## src/rtl/newspaper_vend_if.sv

```systemverilog
// newspaper_vend_if: coin acceptor / dispenser signal bundle for the vend controller
interface newspaper_vend_if #(
    parameter int CREDIT_W = 4,
    parameter int STOCK_W  = 4
);
    logic [1:0]          coin;
    logic                cancel;
    logic                restock;
    logic                newspaper;
    logic                change;
    logic                reject;
    logic [CREDIT_W-1:0] credit;
    logic [STOCK_W-1:0]  stock;
    logic                empty;
    logic                busy;

    modport master (
        output coin, cancel, restock,
        input  newspaper, change, reject, credit, stock, empty, busy
    );

    modport slave (
        input  coin, cancel, restock,
        output newspaper, change, reject, credit, stock, empty, busy
    );
endinterface

```

## src/rtl/newspaper_vend_ctrl.sv

```systemverilog
// newspaper_vend_ctrl: coin credit accumulation, dispense, change/refund and stock tracking
module newspaper_vend_ctrl #(
    parameter int PRICE_UNITS = 3,
    parameter int MAX_STOCK   = 8,
    parameter int CREDIT_W    = 4,
    parameter int STOCK_W     = 4
) (
    input logic             clk,
    input logic             rstn,
    newspaper_vend_if.slave bus
);
    typedef enum logic [2:0] {IDLE, COLLECT, DISPENSE, CHANGE, REFUND} state_t;

    localparam logic [CREDIT_W-1:0] PRICE = CREDIT_W'(PRICE_UNITS);
    localparam logic [STOCK_W-1:0]  FULL  = STOCK_W'(MAX_STOCK);

    state_t              state_q, state_d;
    logic [CREDIT_W-1:0] credit_q, credit_d, chg_q, chg_d, sum;
    logic [STOCK_W-1:0]  stock_q, stock_d;
    logic                reject_q, reject_d, open_w, coin_ok, accept;

    // state, credit, change counter, stock and reject pulse registers
    always_ff @(posedge clk or negedge rstn) begin
        if (!rstn) begin
            state_q  <= IDLE;
            credit_q <= '0;
            chg_q    <= '0;
            stock_q  <= FULL;
            reject_q <= 1'b0;
        end else begin
            state_q  <= state_d;
            credit_q <= credit_d;
            chg_q    <= chg_d;
            stock_q  <= stock_d;
            reject_q <= reject_d;
        end
    end

    // coin acceptance, cancel/refund, dispense and change sequencing
    always_comb begin
        state_d  = state_q;
        credit_d = credit_q;
        chg_d    = chg_q;
        stock_d  = stock_q;
        open_w   = state_q == IDLE || state_q == COLLECT;
        coin_ok  = bus.coin == 2'd1 || bus.coin == 2'd2;
        accept   = coin_ok && open_w && stock_q != '0 && !bus.cancel;
        reject_d = coin_ok && !accept;
        sum      = credit_q + CREDIT_W'(bus.coin);
        case (state_q)
            IDLE, COLLECT: begin
                if (state_q == IDLE && bus.restock)
                    stock_d = FULL;
                if (state_q == COLLECT && bus.cancel) begin
                    state_d  = REFUND;
                    chg_d    = credit_q;
                    credit_d = '0;
                end else if (accept) begin
                    state_d  = sum >= PRICE ? DISPENSE : COLLECT;
                    chg_d    = sum >= PRICE ? sum - PRICE : chg_q;
                    credit_d = sum >= PRICE ? '0 : sum;
                end
            end
            DISPENSE: begin
                stock_d = stock_q - STOCK_W'(1);
                state_d = chg_q != '0 ? CHANGE : IDLE;
            end
            CHANGE, REFUND: begin
                chg_d   = chg_q - CREDIT_W'(1);
                state_d = chg_q > CREDIT_W'(1) ? state_q : IDLE;
            end
            default: state_d = IDLE;
        endcase
    end

    assign bus.newspaper = state_q == DISPENSE;
    assign bus.change    = state_q == CHANGE || state_q == REFUND;
    assign bus.busy      = state_q == DISPENSE || state_q == CHANGE || state_q == REFUND;
    assign bus.reject    = reject_q;
    assign bus.credit    = credit_q;
    assign bus.stock     = stock_q;
    assign bus.empty     = stock_q == '0;
endmodule
```

## src/flat_wrapper.sv

```systemverilog
// flat-port wrapper written by rule: the top's interface ports become plain ports
module newspaper_vend_ctrl_flat 
#(
    parameter int PRICE_UNITS = 3,
    parameter int MAX_STOCK   = 8,
    parameter int CREDIT_W    = 4,
    parameter int STOCK_W     = 4
)
  (clk, rstn, bus_coin, bus_cancel, bus_restock, bus_newspaper, bus_change, bus_reject, bus_credit, bus_stock, bus_empty, bus_busy);
  newspaper_vend_if #(.CREDIT_W(CREDIT_W), .STOCK_W(STOCK_W)) bus_i ();
  input logic clk;
  input logic rstn;
  input wire logic [$bits(bus_i.coin)-1:0] bus_coin;
  input wire logic [$bits(bus_i.cancel)-1:0] bus_cancel;
  input wire logic [$bits(bus_i.restock)-1:0] bus_restock;
  output wire logic [$bits(bus_i.newspaper)-1:0] bus_newspaper;
  output wire logic [$bits(bus_i.change)-1:0] bus_change;
  output wire logic [$bits(bus_i.reject)-1:0] bus_reject;
  output wire logic [$bits(bus_i.credit)-1:0] bus_credit;
  output wire logic [$bits(bus_i.stock)-1:0] bus_stock;
  output wire logic [$bits(bus_i.empty)-1:0] bus_empty;
  output wire logic [$bits(bus_i.busy)-1:0] bus_busy;
  assign bus_i.coin = bus_coin;
  assign bus_i.cancel = bus_cancel;
  assign bus_i.restock = bus_restock;
  assign bus_newspaper = bus_i.newspaper;
  assign bus_change = bus_i.change;
  assign bus_reject = bus_i.reject;
  assign bus_credit = bus_i.credit;
  assign bus_stock = bus_i.stock;
  assign bus_empty = bus_i.empty;
  assign bus_busy = bus_i.busy;
  newspaper_vend_ctrl #(.PRICE_UNITS(PRICE_UNITS), .MAX_STOCK(MAX_STOCK), .CREDIT_W(CREDIT_W), .STOCK_W(STOCK_W)) u_core (.clk(clk), .rstn(rstn), .bus(bus_i));
endmodule
```

## config.mk

```make
export PLATFORM = sky130hd
export DESIGN_NAME = newspaper_vend_ctrl_flat
export DESIGN_NICKNAME = d
export VERILOG_FILES = /design/src/rtl/newspaper_vend_if.sv /design/src/rtl/newspaper_vend_ctrl.sv /design/src/flat_wrapper.sv
export SDC_FILE = /design/constraint.sdc
export NUM_CORES = 1
export LEC_CHECK = 0
export ABC_AREA = 1
export CELL_PAD_IN_SITES_DETAIL_PLACEMENT = 0
export CELL_PAD_IN_SITES_GLOBAL_PLACEMENT = 1
export CORE_MARGIN = 3
export CORE_UTILIZATION = 39
export DETAILED_ROUTE_END_ITERATION = 8
export PLACE_DENSITY_LB_ADDON = 0.1
export SLEW_MARGIN = 30
export SYNTH_ARGS = -nofsm -noshare
export SYNTH_HDL_FRONTEND = slang
export SYNTH_SLANG_ARGS = --single-unit
```

## constraint.sdc

```tcl
create_clock -name clk -period 2.3 [get_ports clk]
set_input_delay 0.345 -clock clk [delete_from_list [all_inputs] [get_ports clk]]
set_output_delay 0.345 -clock clk [all_outputs]
set_load 0.01 [all_outputs]
```

==> impl_results.md, run 1 <==
- Layout Nets: roughly 190
- Post-synth top area cell: dfrtp_1
- DP Area: 1456 µm²
- TritonRoute pass-1 iters: 4
- Post-CTS setup buffer count: 0
- GR Util met2: 28.25%
- Global route overflow: 0
- Hold-fix buffers, CTS: 0
- Antenna-violating nets left: 0
- WL final: 2.500 mm
- Max FO, Critical Path: 6
- Synth area leaders: dfrtp_1 31%, nand2_1 12%, ha_1 7.3%, inv_1 5.9%, nand3_1 5.0%
- Post-Synth Adder-Cell Area: 8.940%
- Root buffer selected by CTS: clkbuf_4
- Final setup fails: 0
- Fraction of synthesized area in multiplexers: 0%
- WL/cell: 11.90 µm
- Vias in the first global route: 1052
- Num rows: 19
- Detailed-route via count: 1045
- Number of synthesized register bits: 16
- Static Leak: 0.7483 nW
- Crit path kind: flip-flop to primary output
- CORE AREA: 2853 µm²
- Multi-input logic area: approximately 690 µm²
- Drc violations: 0
- Number of diodes: 0
- Main combinational cell family by area after synthesis: simple AND/OR/NAND/NOR gates
- Fin util: around half
- Layout cells sized above 1: between 10% and 20%
- Status: complete, no violations
- Synthesized cell area: 1204 µm²
- CTS tree: done
- I/O Pins: 19
- Tmin final: 2122 ps
- Cts bufs inserted: 3
- Fillers: 310
- Register area share after synthesis: 33.37%
- WP data arrival: between 1500 and 2000 ps
- Slowest-stage cell, CP: clkdlybuf4s50_1
- Sink Count: 16
- GRT Max-Usage Layer: met2
- Largest stage delay on the critical path: 570 ps
- Worst Hold Class: input port to asynchronous set/reset pin
- Max_cap viols: 0
- Critical path required time: between 1500 and 2000 ps
- Clk buf depth: 2
- Gpl congestion: 0.7629
- Die ar.: about 3800 µm²
- Commonest non-fill, non-tap cell in the layout: nand2_1
- Critical Path Start Type: flip-flop
- Most frequent cells in the layout: 37 x nand2_1, 19 x inv_1, 18 x clkdlybuf4s50_1, 15 x dfrtp_1, 12 x nand3_1
- Post-Synth XOR/XNOR Area: roughly 2.2%
- Htree depth: 1
- Post-DR vias/cell: between 4 and 5
- Synth top area share: 31.19%
- Area Growth Syn to Fin: 23.18%
- Worst-path clk slew: 100 ps
- Cells after Synth: 152
- IO Port Bufs: 18
- PostCTS Resize Cnt: 0
- Compound-gate portion of the synthesized area: 13.20%
- Slew Limit Fails: 0
- Fin area: 1483 µm²
- Final worst clock skew: 8.588 ps
- Peak supply drop: 767.9 µV
- CP Cell Sequence: nor2_2, nand2_1, o21ai_4, clkdlybuf4s50_1
- Fin. Hold Viols: 0
- RSZ-0062 raised after global routing: false
- Peak Freq: approximately 470 MHz
- Clock Latency Late Sink: 280 ps
- Largest net degree at the start of global routing: 17
- Met3 usage in global routing: 2.725%
- Power density cells: 1476 nW/µm²
- Dpl hpwl: roughly 2.1 mm
- DRT iter0 DRCs: 25
- GR Util met1: 19.13%
- Fin Hold WS: between 400 and 500 ps
- First-pass GRT wire length: about 4.5 mm
- Crit end category: primary output
- GR Util All Layers: 15.75%
- Antenna violations before repair: 0
- Final worst-path cycle share: 92.26%
- Slew of the pin with the lowest slew margin: about 760 ps
- Normalized max-slew margin: 49.15%
- Synthesized net count: 166
- Die Ht: 61.56 µm
- Starting Density: a little over two fifths
- Synth Warn #: 0
- Simple-Gate Fraction of Synth Area: 33.26%
- Post-synthesis cell type count: 29
- Die X-Extent: 61.56 µm
- Mean area per synthesized cell: 7.919 µm²
- Sequential Area: between 400 and 500 µm²
[path summary, 6_finish.rpt]
check                                          start                    to  slack, ps  cells after the start
worst max-delay path               u_core.state_q[1]            bus_change        180                      4
worst min-delay path                            rstn     u_core.state_q[2]        500                      1
worst max register to register  u_core.bus.credit[0]       u_core.chg_q[0]        240                     10
worst min register to register       u_core.chg_q[1]       u_core.chg_q[1]        500                      2
max in group asynchronous                       rstn  u_core.bus.credit[3]       1320                      1
min in group clk                     u_core.chg_q[1]       u_core.chg_q[1]        500                      2
[where the power goes]
part | leakage (nW) | switching, mW | total (mW) | internal, mW
combinational | 0.532 | 0.839 | 1.52 | 0.677
sequential | 0.201 | 0.113 | 0.519 | 0.406
clock | 0.0150 | 0.0873 | 0.154 | 0.0672
[synth_stat cells]
master,count
dfrtp_1,15
o211ai_1,1
buf_6,1
inv_2,7
nand2_2,2
nand3_2,1
nor2_4,3
nand3_4,1
o21ai_0,5
nor2_1,11
o211ai_2,1
o21ai_2,1
a21oi_1,3
o21ai_1,5
nand2_1,37
o21a_2,1
nand3_1,12
nand3b_4,1
xnor2_1,3
nand2_4,3
o21ai_4,1
o31ai_1,2
dfstp_2,1
fa_1,1
nor2_2,2
nor2_8,1
inv_1,19
ha_1,7
o22ai_1,4
[worst max-delay path, delay by kind of cell (launching register included)]
kind,cells,cell delay (ps)
buffers and inverters,1,570
flip-flops,1,460
AND/OR/NAND/NOR,2,340
AO/OA/AOI/OAI,1,120
[flip-flops by register name, summed over array words and instances, names as in the netlist]
name / count
u_core.chg_q: 4
u_core.bus.credit: 4
u_core.bus.stock: 4
u_core.state_q: 3
u_core.bus.reject: 1
[cell type report]
type                    instances  share of cell area (%)
flip-flops and latches         16                   27.09
multi-input cells             109                   46.75
clock buffers                   4                   1.772
inverters                      26                   6.582
repair buffers                 24                   15.19
well taps                      31                   2.616
[layer usage]
layer | part of all wire (%) | wire (µm)
met5 | 0 | 0
met4 | 0.68 | 17
met3 | 3.3 | 83
met2 | 52 | 1297
met1 | 44 | 1102
[through the flow]
stage / instances / setup TNS, ps / power, mW / setup slack (ps)
2_1_floorplan: 152 / 0 / 1.599 / 249.7
6_report: 210 / 0 / 2.189 / 178.1
5_1_grt: 210 / 0 / 2.441 / 71.24
3_5_place_dp: 206 / -646.4 / 2.065 / -118.8
3_3_place_gp: 206 / -440.7 / 2.040 / -85.66
4_1_cts: 210 / 0 / 2.235 / 174.9
[kinds of logic after synthesis]
group           Yosys count
fa+ha+maj                 8
xor+xnor                  3
flops                    16
buf+inv                  27
compound gates           24
simple gates             74
Note: power is estimated with default switching activity, not from simulation.
==> run 2, diff against run 1 <==
--- a/config.mk
+++ b/config.mk
@@ -12,7 +12,7 @@
 export CORE_UTILIZATION = 39
 export DETAILED_ROUTE_END_ITERATION = 8
 export PLACE_DENSITY_LB_ADDON = 0.1
-export SLEW_MARGIN = 30
+export SLEW_MARGIN = 20
 export SYNTH_ARGS = -nofsm -noshare
 export SYNTH_HDL_FRONTEND = slang
 export SYNTH_SLANG_ARGS = --single-unit
==> results of run 2 <==
Same layout as run 1: the final DEF is identical, and so are final timing and power.
